**src/rtl/multicycle_data_path.sv**
```systemverilog
// Multicycle RV32I-subset datapath: FETCH -> DECODE -> EXECUTE -> [MEM] -> [WRITEBACK].
// Optional BEQ/BNE support is compiled in when the BRANCH_EN macro is defined.
module multicycle_data_path #(
    parameter int PC_W       = 8,
    parameter int DATA_W     = 32,
    parameter int RF_DEPTH   = 32,
    parameter int DM_ADDRESS = 9
) (
    input  logic                  clk,
    input  logic                  reset,
    output logic                  imem_req,
    output logic [PC_W-1:0]       imem_addr,
    input  logic [31:0]           imem_rdata,
    input  logic                  imem_ready,
    output logic                  dmem_req,
    output logic                  dmem_we,
    output logic [DM_ADDRESS-1:0] dmem_addr,
    output logic [DATA_W-1:0]     dmem_wdata,
    input  logic [DATA_W-1:0]     dmem_rdata,
    input  logic                  dmem_ready,
    output logic [DATA_W-1:0]     alu_result,
    output logic [2:0]            state,
    output logic                  retire
);
    localparam int         RIDX_W = $clog2(RF_DEPTH);
    localparam logic [5:0] RF_LIM = 6'(RF_DEPTH);
    localparam logic [6:0] OP_R   = 7'b0110011;
    localparam logic [6:0] OP_I   = 7'b0010011;
    localparam logic [6:0] OP_LD  = 7'b0000011;
    localparam logic [6:0] OP_ST  = 7'b0100011;
    localparam logic [6:0] OP_BR  = 7'b1100011;

    typedef enum logic [2:0] {
        S_FETCH   = 3'd0,
        S_DECODE  = 3'd1,
        S_EXECUTE = 3'd2,
        S_MEM     = 3'd3,
        S_WB      = 3'd4
    } state_t;

    state_t              r_state;
    state_t              w_state_next;
    logic                w_retire;
    logic [PC_W-1:0]     r_pc;
    logic [31:0]         r_ir;
    logic [DATA_W-1:0]   r_rs1;
    logic [DATA_W-1:0]   r_rs2;
    logic [DATA_W-1:0]   r_imm;
    logic [DATA_W-1:0]   r_alu;
    logic [DATA_W-1:0]   r_mdr;
    logic [DATA_W-1:0]   r_rf [RF_DEPTH];

    logic [6:0]          w_opcode;
    logic [4:0]          w_rd;
    logic [4:0]          w_rs1_idx;
    logic [4:0]          w_rs2_idx;
    logic [2:0]          w_funct3;
    logic                w_funct7b5;
    logic                w_is_r;
    logic                w_is_i;
    logic                w_is_ld;
    logic                w_is_st;
    logic                w_is_alu;
    logic                w_is_mem;
    logic                w_br_taken;
    logic [31:0]         w_imm32;
    logic [DATA_W-1:0]   w_imm_ext;
    logic [DATA_W-1:0]   w_rs1_data;
    logic [DATA_W-1:0]   w_rs2_data;
    logic [DATA_W-1:0]   w_op_b;
    logic [4:0]          w_shamt;
    logic [DATA_W-1:0]   w_alu;
    logic                w_wb_en;
    logic [DATA_W-1:0]   w_wb_data;
    logic [RF_DEPTH-1:0] w_rf_we;

    assign w_opcode   = r_ir[6:0];
    assign w_rd       = r_ir[11:7];
    assign w_funct3   = r_ir[14:12];
    assign w_rs1_idx  = r_ir[19:15];
    assign w_rs2_idx  = r_ir[24:20];
    assign w_funct7b5 = r_ir[30];
    assign w_is_r     = (w_opcode == OP_R);
    assign w_is_i     = (w_opcode == OP_I);
    assign w_is_ld    = (w_opcode == OP_LD);
    assign w_is_st    = (w_opcode == OP_ST);
    assign w_is_alu   = w_is_r || w_is_i;
    assign w_is_mem   = w_is_ld || w_is_st;

    always_comb begin
        case (w_opcode)
            OP_ST:   w_imm32 = {{20{r_ir[31]}}, r_ir[31:25], r_ir[11:7]};
            OP_BR:   w_imm32 = {{19{r_ir[31]}}, r_ir[31], r_ir[7], r_ir[30:25], r_ir[11:8], 1'b0};
            default: w_imm32 = {{20{r_ir[31]}}, r_ir[31:20]};
        endcase
    end
    assign w_imm_ext = DATA_W'($signed(w_imm32));

    // Index 0 and indices beyond the implemented file read as zero.
    assign w_rs1_data = (w_rs1_idx != 5'd0 && {1'b0, w_rs1_idx} < RF_LIM) ?
                        r_rf[w_rs1_idx[RIDX_W-1:0]] : '0;
    assign w_rs2_data = (w_rs2_idx != 5'd0 && {1'b0, w_rs2_idx} < RF_LIM) ?
                        r_rf[w_rs2_idx[RIDX_W-1:0]] : '0;

    assign w_op_b  = w_is_r ? r_rs2 : r_imm;
    assign w_shamt = w_op_b[4:0];

    always_comb begin
        w_alu = '0;
        if (w_is_mem) begin
            w_alu = r_rs1 + r_imm;
        end else begin
            case (w_funct3)
                3'b000:  w_alu = (w_is_r && w_funct7b5) ? r_rs1 - w_op_b : r_rs1 + w_op_b;
                3'b001:  w_alu = r_rs1 << w_shamt;
                3'b010:  w_alu = {{(DATA_W-1){1'b0}}, ($signed(r_rs1) < $signed(w_op_b))};
                3'b011:  w_alu = {{(DATA_W-1){1'b0}}, (r_rs1 < w_op_b)};
                3'b100:  w_alu = r_rs1 ^ w_op_b;
                3'b101:  w_alu = w_funct7b5 ? $unsigned($signed(r_rs1) >>> w_shamt) : r_rs1 >> w_shamt;
                3'b110:  w_alu = r_rs1 | w_op_b;
                default: w_alu = r_rs1 & w_op_b;
            endcase
        end
    end

`ifdef BRANCH_EN
    logic w_is_br;
    assign w_is_br    = (w_opcode == OP_BR) && (w_funct3[2:1] == 2'b00);
    assign w_br_taken = w_is_br && ((r_rs1 == r_rs2) ^ w_funct3[0]);
`else
    assign w_br_taken = 1'b0;
`endif

    always_comb begin
        w_state_next = r_state;
        w_retire     = 1'b0;
        case (r_state)
            S_FETCH:   if (imem_ready) w_state_next = S_DECODE;
            S_DECODE:  w_state_next = S_EXECUTE;
            S_EXECUTE: begin
                if (w_is_alu) begin
                    w_state_next = S_WB;
                end else if (w_is_mem) begin
                    w_state_next = S_MEM;
                end else begin
                    w_retire     = 1'b1;
                    w_state_next = S_FETCH;
                end
            end
            S_MEM: begin
                if (dmem_ready) begin
                    if (w_is_st) begin
                        w_retire     = 1'b1;
                        w_state_next = S_FETCH;
                    end else begin
                        w_state_next = S_WB;
                    end
                end
            end
            S_WB: begin
                w_retire     = 1'b1;
                w_state_next = S_FETCH;
            end
            default: w_state_next = S_FETCH;
        endcase
    end

    always_ff @(posedge clk or posedge reset) begin
        if (reset) r_state <= S_FETCH;
        else       r_state <= w_state_next;
    end

    always_ff @(posedge clk or posedge reset) begin
        if (reset) begin
            r_pc  <= '0;
            r_ir  <= '0;
            r_rs1 <= '0;
            r_rs2 <= '0;
            r_imm <= '0;
            r_alu <= '0;
            r_mdr <= '0;
        end else begin
            if (r_state == S_FETCH && imem_ready) r_ir <= imem_rdata;
            if (r_state == S_DECODE) begin
                r_rs1 <= w_rs1_data;
                r_rs2 <= w_rs2_data;
                r_imm <= w_imm_ext;
            end
            if (r_state == S_EXECUTE && (w_is_alu || w_is_mem)) r_alu <= w_alu;
            if (r_state == S_MEM && dmem_ready && !w_is_st) r_mdr <= dmem_rdata;
            if (w_retire) r_pc <= w_br_taken ? r_pc + r_imm[PC_W-1:0] : r_pc + PC_W'(4);
        end
    end

    assign w_wb_en   = (r_state == S_WB);
    assign w_wb_data = w_is_ld ? r_mdr : r_alu;

    // Row 0 has no write enable, so x0 stays zero.
    for (genvar gi = 0; gi < RF_DEPTH; gi++) begin : g_rf_we
        if (gi == 0) begin : g_zero
            assign w_rf_we[gi] = 1'b0;
        end else begin : g_row
            assign w_rf_we[gi] = w_wb_en && (w_rd == 5'(gi));
        end
    end

    always_ff @(posedge clk or posedge reset) begin
        if (reset) begin
            for (int i = 0; i < RF_DEPTH; i++) r_rf[i] <= '0;
        end else begin
            for (int i = 0; i < RF_DEPTH; i++) begin
                if (w_rf_we[i]) r_rf[i] <= w_wb_data;
            end
        end
    end

    assign imem_req   = (r_state == S_FETCH) && !reset;
    assign imem_addr  = r_pc;
    assign dmem_req   = (r_state == S_MEM);
    assign dmem_we    = dmem_req && w_is_st;
    assign dmem_addr  = r_alu[DM_ADDRESS-1:0];
    assign dmem_wdata = r_rs2;
    assign alu_result = r_alu;
    assign state      = r_state;
    assign retire     = w_retire;
endmodule

```
**config.mk**
```make
export PLATFORM = sky130hd
export DESIGN_NAME = multicycle_data_path
export DESIGN_NICKNAME = d
export VERILOG_FILES = /design/src/rtl/multicycle_data_path.sv
export SDC_FILE = /design/constraint.sdc
export NUM_CORES = 2
export LEC_CHECK = 0
export BUFFER_PORTS_ARGS = -buffer_cell sky130_fd_sc_hd__buf_2
export CAP_MARGIN = 0
export CORE_MARGIN = 1
export CORE_UTILIZATION = 55
export DETAILED_ROUTE_END_ITERATION = 7
export PLACE_DENSITY = 0.71
export SETUP_SLACK_MARGIN = 0.02
export SYNTH_ARGS = -nofsm -noshare
export SYNTH_HDL_FRONTEND = slang
export SYNTH_SLANG_ARGS = --single-unit
export TNS_END_PERCENT = 30
```
**constraint.sdc**
```tcl
create_clock -name clk -period 82.1 [get_ports clk]
set_input_delay 16.42 -clock clk [delete_from_list [all_inputs] [get_ports clk]]
set_output_delay 16.42 -clock clk [all_outputs]
set_load 0.005 [all_outputs]
```
==> metrics.md <==
| Metric | Value |
|---|---|
| Die ar. | 127000 um2 |
| Clock Power Share | 23.4% |
| Cell row count | 129 |
| Post-CTS setup buffers | 0 |
| Area Growth Syn to Fin | 9.68% |
| Core area | 124000 um2 |
| Input/output buffers | 153 |
| Hold depth | 1 |
| Share of power burned in combinational logic | 45.0% |
| Routed WL | 262000 um |
| Drc violations | 20 |
| Final nets | 6673 |
| Failing checks | DRC |
| Yosys reg bits | 1174 |
| Initial antenna violation count | 14 |
| CP arrival | 17.42 ns |
| Post-Syn Area | 68900 um2 |
| Worst-path clk slew | 0.06 ns |
| Drt initial violations | 7287 |
| Tmin final | 33.84 ns |
| Commonest non-fill, non-tap cell in the layout | dfrtp_1 |
| Worst r2r dst | alu_result[0] |
| Largest net degree at the start of global routing | 116 |
| Leak | 32.4 nW |
| Share of cells above drive strength 1 | 20.6% |
| Fmax | 0.0295 GHz |
| Io pins | 156 |
| Via density | 7.01 |
| Sequential power share | 31.6% |
| Wire length per cell | 31.8 um |
| Setup TNS Final | 0 ns |
| Vias | 57.7k |
| Design area | 75600 um2 |
| Tightest Hold Check Type | register to register |
| FFs w/ async S/R, synth | 100% |
| Worst slew margin | 3.82% |
| Cts repair resizes | 0 |
| Worst r2r src | r_ir[5] |
| Final Hold Viols | 0 |
| DPL Wire Length | 167000 um |
| Gr usage total | 41.7% |
| Most frequent cells in the layout | dfrtp_1 (1163), nand2_1 (938), o21ai_0 (893) |
| DRT antenna net count | 0 |
| Vias in the first global route | 56.5k |
| Die H | 356 um |
| Pint | 1.48 mW |
| Crit Path Category | primary input to output port |
| Minimum hold slack | 0.472 ns |
| Area leader, netlist | dfrtp_1 |
| Reg2reg path depth | 16 |
| Cells after Synth | 6657 |
| CP required | 65.68 ns |
| Sequential fraction of the synthesis area | 42.6% |
| Final Wtd Congestion | 1.08 |
| First-pass GRT wire length | 383000 um |
| Ranking of synthesized cells by area | dfrtp_1 (43%), mux4_2 (19%), o21ai_0 (6.5%), nand2_1 (5.2%), a21oi_1 (3.5%) |
| Worst vdd ir | 0.0000378 V |
| R2R setup slack | 75.49 ns |
| Hold_sp | imem_addr[7] |
| Drt first pass iters | 8 |
| Grt ovf | 0 |
| Fin util | 61.0% |
| Finish-stage setup viols | 0 |
| Yosys warns | 0 |
| Top_reg_cell synth | dfrtp_1 |
| Final Cycle Share | 41.2% |
| Sw frac | 44.1% |
| Count of pins over their slew limit | 0 |
| Power Density | 34.9 nW/um2 |
| Critical Path End Type | output port |
| Worst-margin pin slew | 1.40 ns |
| Post-synth top area share | 42.6% |
| RSZ-0062 raised after global routing | no |
| Post-synth EDFFs | 0 |
| Mean Syn Cell Area | 10.3 um2 |
| Clk Tree Root Cell | clkbuf_16 |
| Cell variety after synth | 98 |
| Hold buffer count at cts | 0 |
| H-tree levels | 4 |
| Initial Utilization | 55.6% |
| Worst Clk Skew | 0.0221 ns |
| Number of buffers created by CTS | 131 |
| Clk_lat worst skew | 0.79 ns |
| Worst Hold Endpoint | imem_addr[7] |
| Crit start category | primary input |
| TritonCTS Sinks | 1174 |
| DP Area | 71000 um2 |
| Psw | 1.16 mW |
| Outcome | finished, violations left |
| Die Span X | 356 um |
| Max Cap Viol | 0 |
| CTS tree | yes |
| Worst-path fanout max | 6 |
| Maximum root-to-sink buffer count | 3 |
## power groups by stage
| stage | clock [mW] | combinational [mW] | sequential, mW |
|---|---|---|---|
| floorplan | 0 | 0.800 | 0.757 |
| global placement | 0 | 1.15 | 0.829 |
| detailed placement | 0 | 1.15 | 0.838 |
| CTS | 0.622 | 1.16 | 0.828 |
| global route | 0.646 | 1.24 | 0.845 |
| finish | 0.618 | 1.19 | 0.834 |
## Yosys cell counts, types with 13 or more instances
| cell type | number |
|---|---|
| a211oi_1 | 44 |
| a21o_1 | 40 |
| a21oi_1 | 484 |
| a221oi_1 | 16 |
| a22o_1 | 80 |
| a22oi_1 | 22 |
| a311oi_1 | 14 |
| a31oi_1 | 32 |
| a32oi_1 | 16 |
| and3_1 | 17 |
| buf_1 | 80 |
| buf_2 | 17 |
| buf_4 | 13 |
| clkbuf_1 | 507 |
| dfrtp_1 | 1174 |
| ha_1 | 123 |
| inv_1 | 101 |
| mux2_2 | 127 |
| mux2i_1 | 120 |
| mux4_2 | 576 |
| nand2_1 | 956 |
| nand2b_1 | 39 |
| nand3_1 | 109 |
| nand4_1 | 20 |
| nor2_1 | 489 |
| nor2b_1 | 14 |
| nor3_1 | 62 |
| nor4_1 | 20 |
| o211ai_1 | 45 |
| o21a_1 | 15 |
| o21ai_0 | 894 |
| o21bai_1 | 18 |
| o221ai_1 | 26 |
| o22ai_1 | 76 |
| o31ai_1 | 18 |
| xnor2_1 | 55 |
| xor2_1 | 21 |
## flip-flops by register name, summed over array words and instances (netlist names)
signal,flops
state,3
alu_result,32
imem_addr,6
r_rs1,32
r_mdr,32
r_rf,992
r_imm,13
dmem_wdata,32
r_ir,32
## worst max-delay path by stage
| stage | from | endpoint | slack [ns] | cells after the start |
|---|---|---|---|---|
| 6_report | dmem_ready | retire | 48.26 | 6 |
| 5_1_grt | dmem_ready | retire | 48.18 | 6 |
| 4_1_cts | dmem_ready | retire | 48.26 | 6 |
| 3_5_place_dp | dmem_ready | retire | 48.26 | 6 |
| 3_3_place_gp | dmem_ready | retire | 48.27 | 6 |
| 2_1_floorplan | reset | alu_result[0] | 32.61 | 1 |
## metrics by stage
step           worst slack, ns  power, mW  cells
4_1_cts                  48.26       2.61   8222
6_report                 48.26       2.64   8232
5_1_grt                  48.18       2.73   8222
2_1_floorplan            32.61       1.56   6658
3_3_place_gp             48.27       1.98   7984
3_5_place_dp             48.26       1.99   7984
## routing by layer
layer	global-route usage, %	wire length (um)
met5	0	42
met4	25.4	18300
met3	11.3	28200
met2	63.7	120000
met1	53.2	95700
## critical path, stage by stage
cell     delay [ns]
buf_2          0.13
nand2_1        0.06
o22ai_1        0.15
nand2_1        0.09
o21ai_1        0.38
buf_2          0.19
## cells by family after synthesis
family / share of synthesized area [%]
xor gates and xnor gates: 0.966
and+or+nand+nor: 10.7
other: 0.00544
DFF: 42.6
AOI/OAI and AO/OA: 16.6
adders and majority gates: 2.29
buffers and inverters: 4.11
muxes: 22.7
## area by class of cell
cell class / instances / area, um2
fillers: 10100 / 48400
multi-input cells: 4756 / 37200
flip-flops and latches: 1174 / 29400
clock buffers: 186 / 3860
well taps: 1637 / 2050
repair buffers: 309 / 1960
clock inverters: 52 / 644
inverters: 108 / 413
diodes: 10 / 25.0
(Power assumes the default switching activity.)
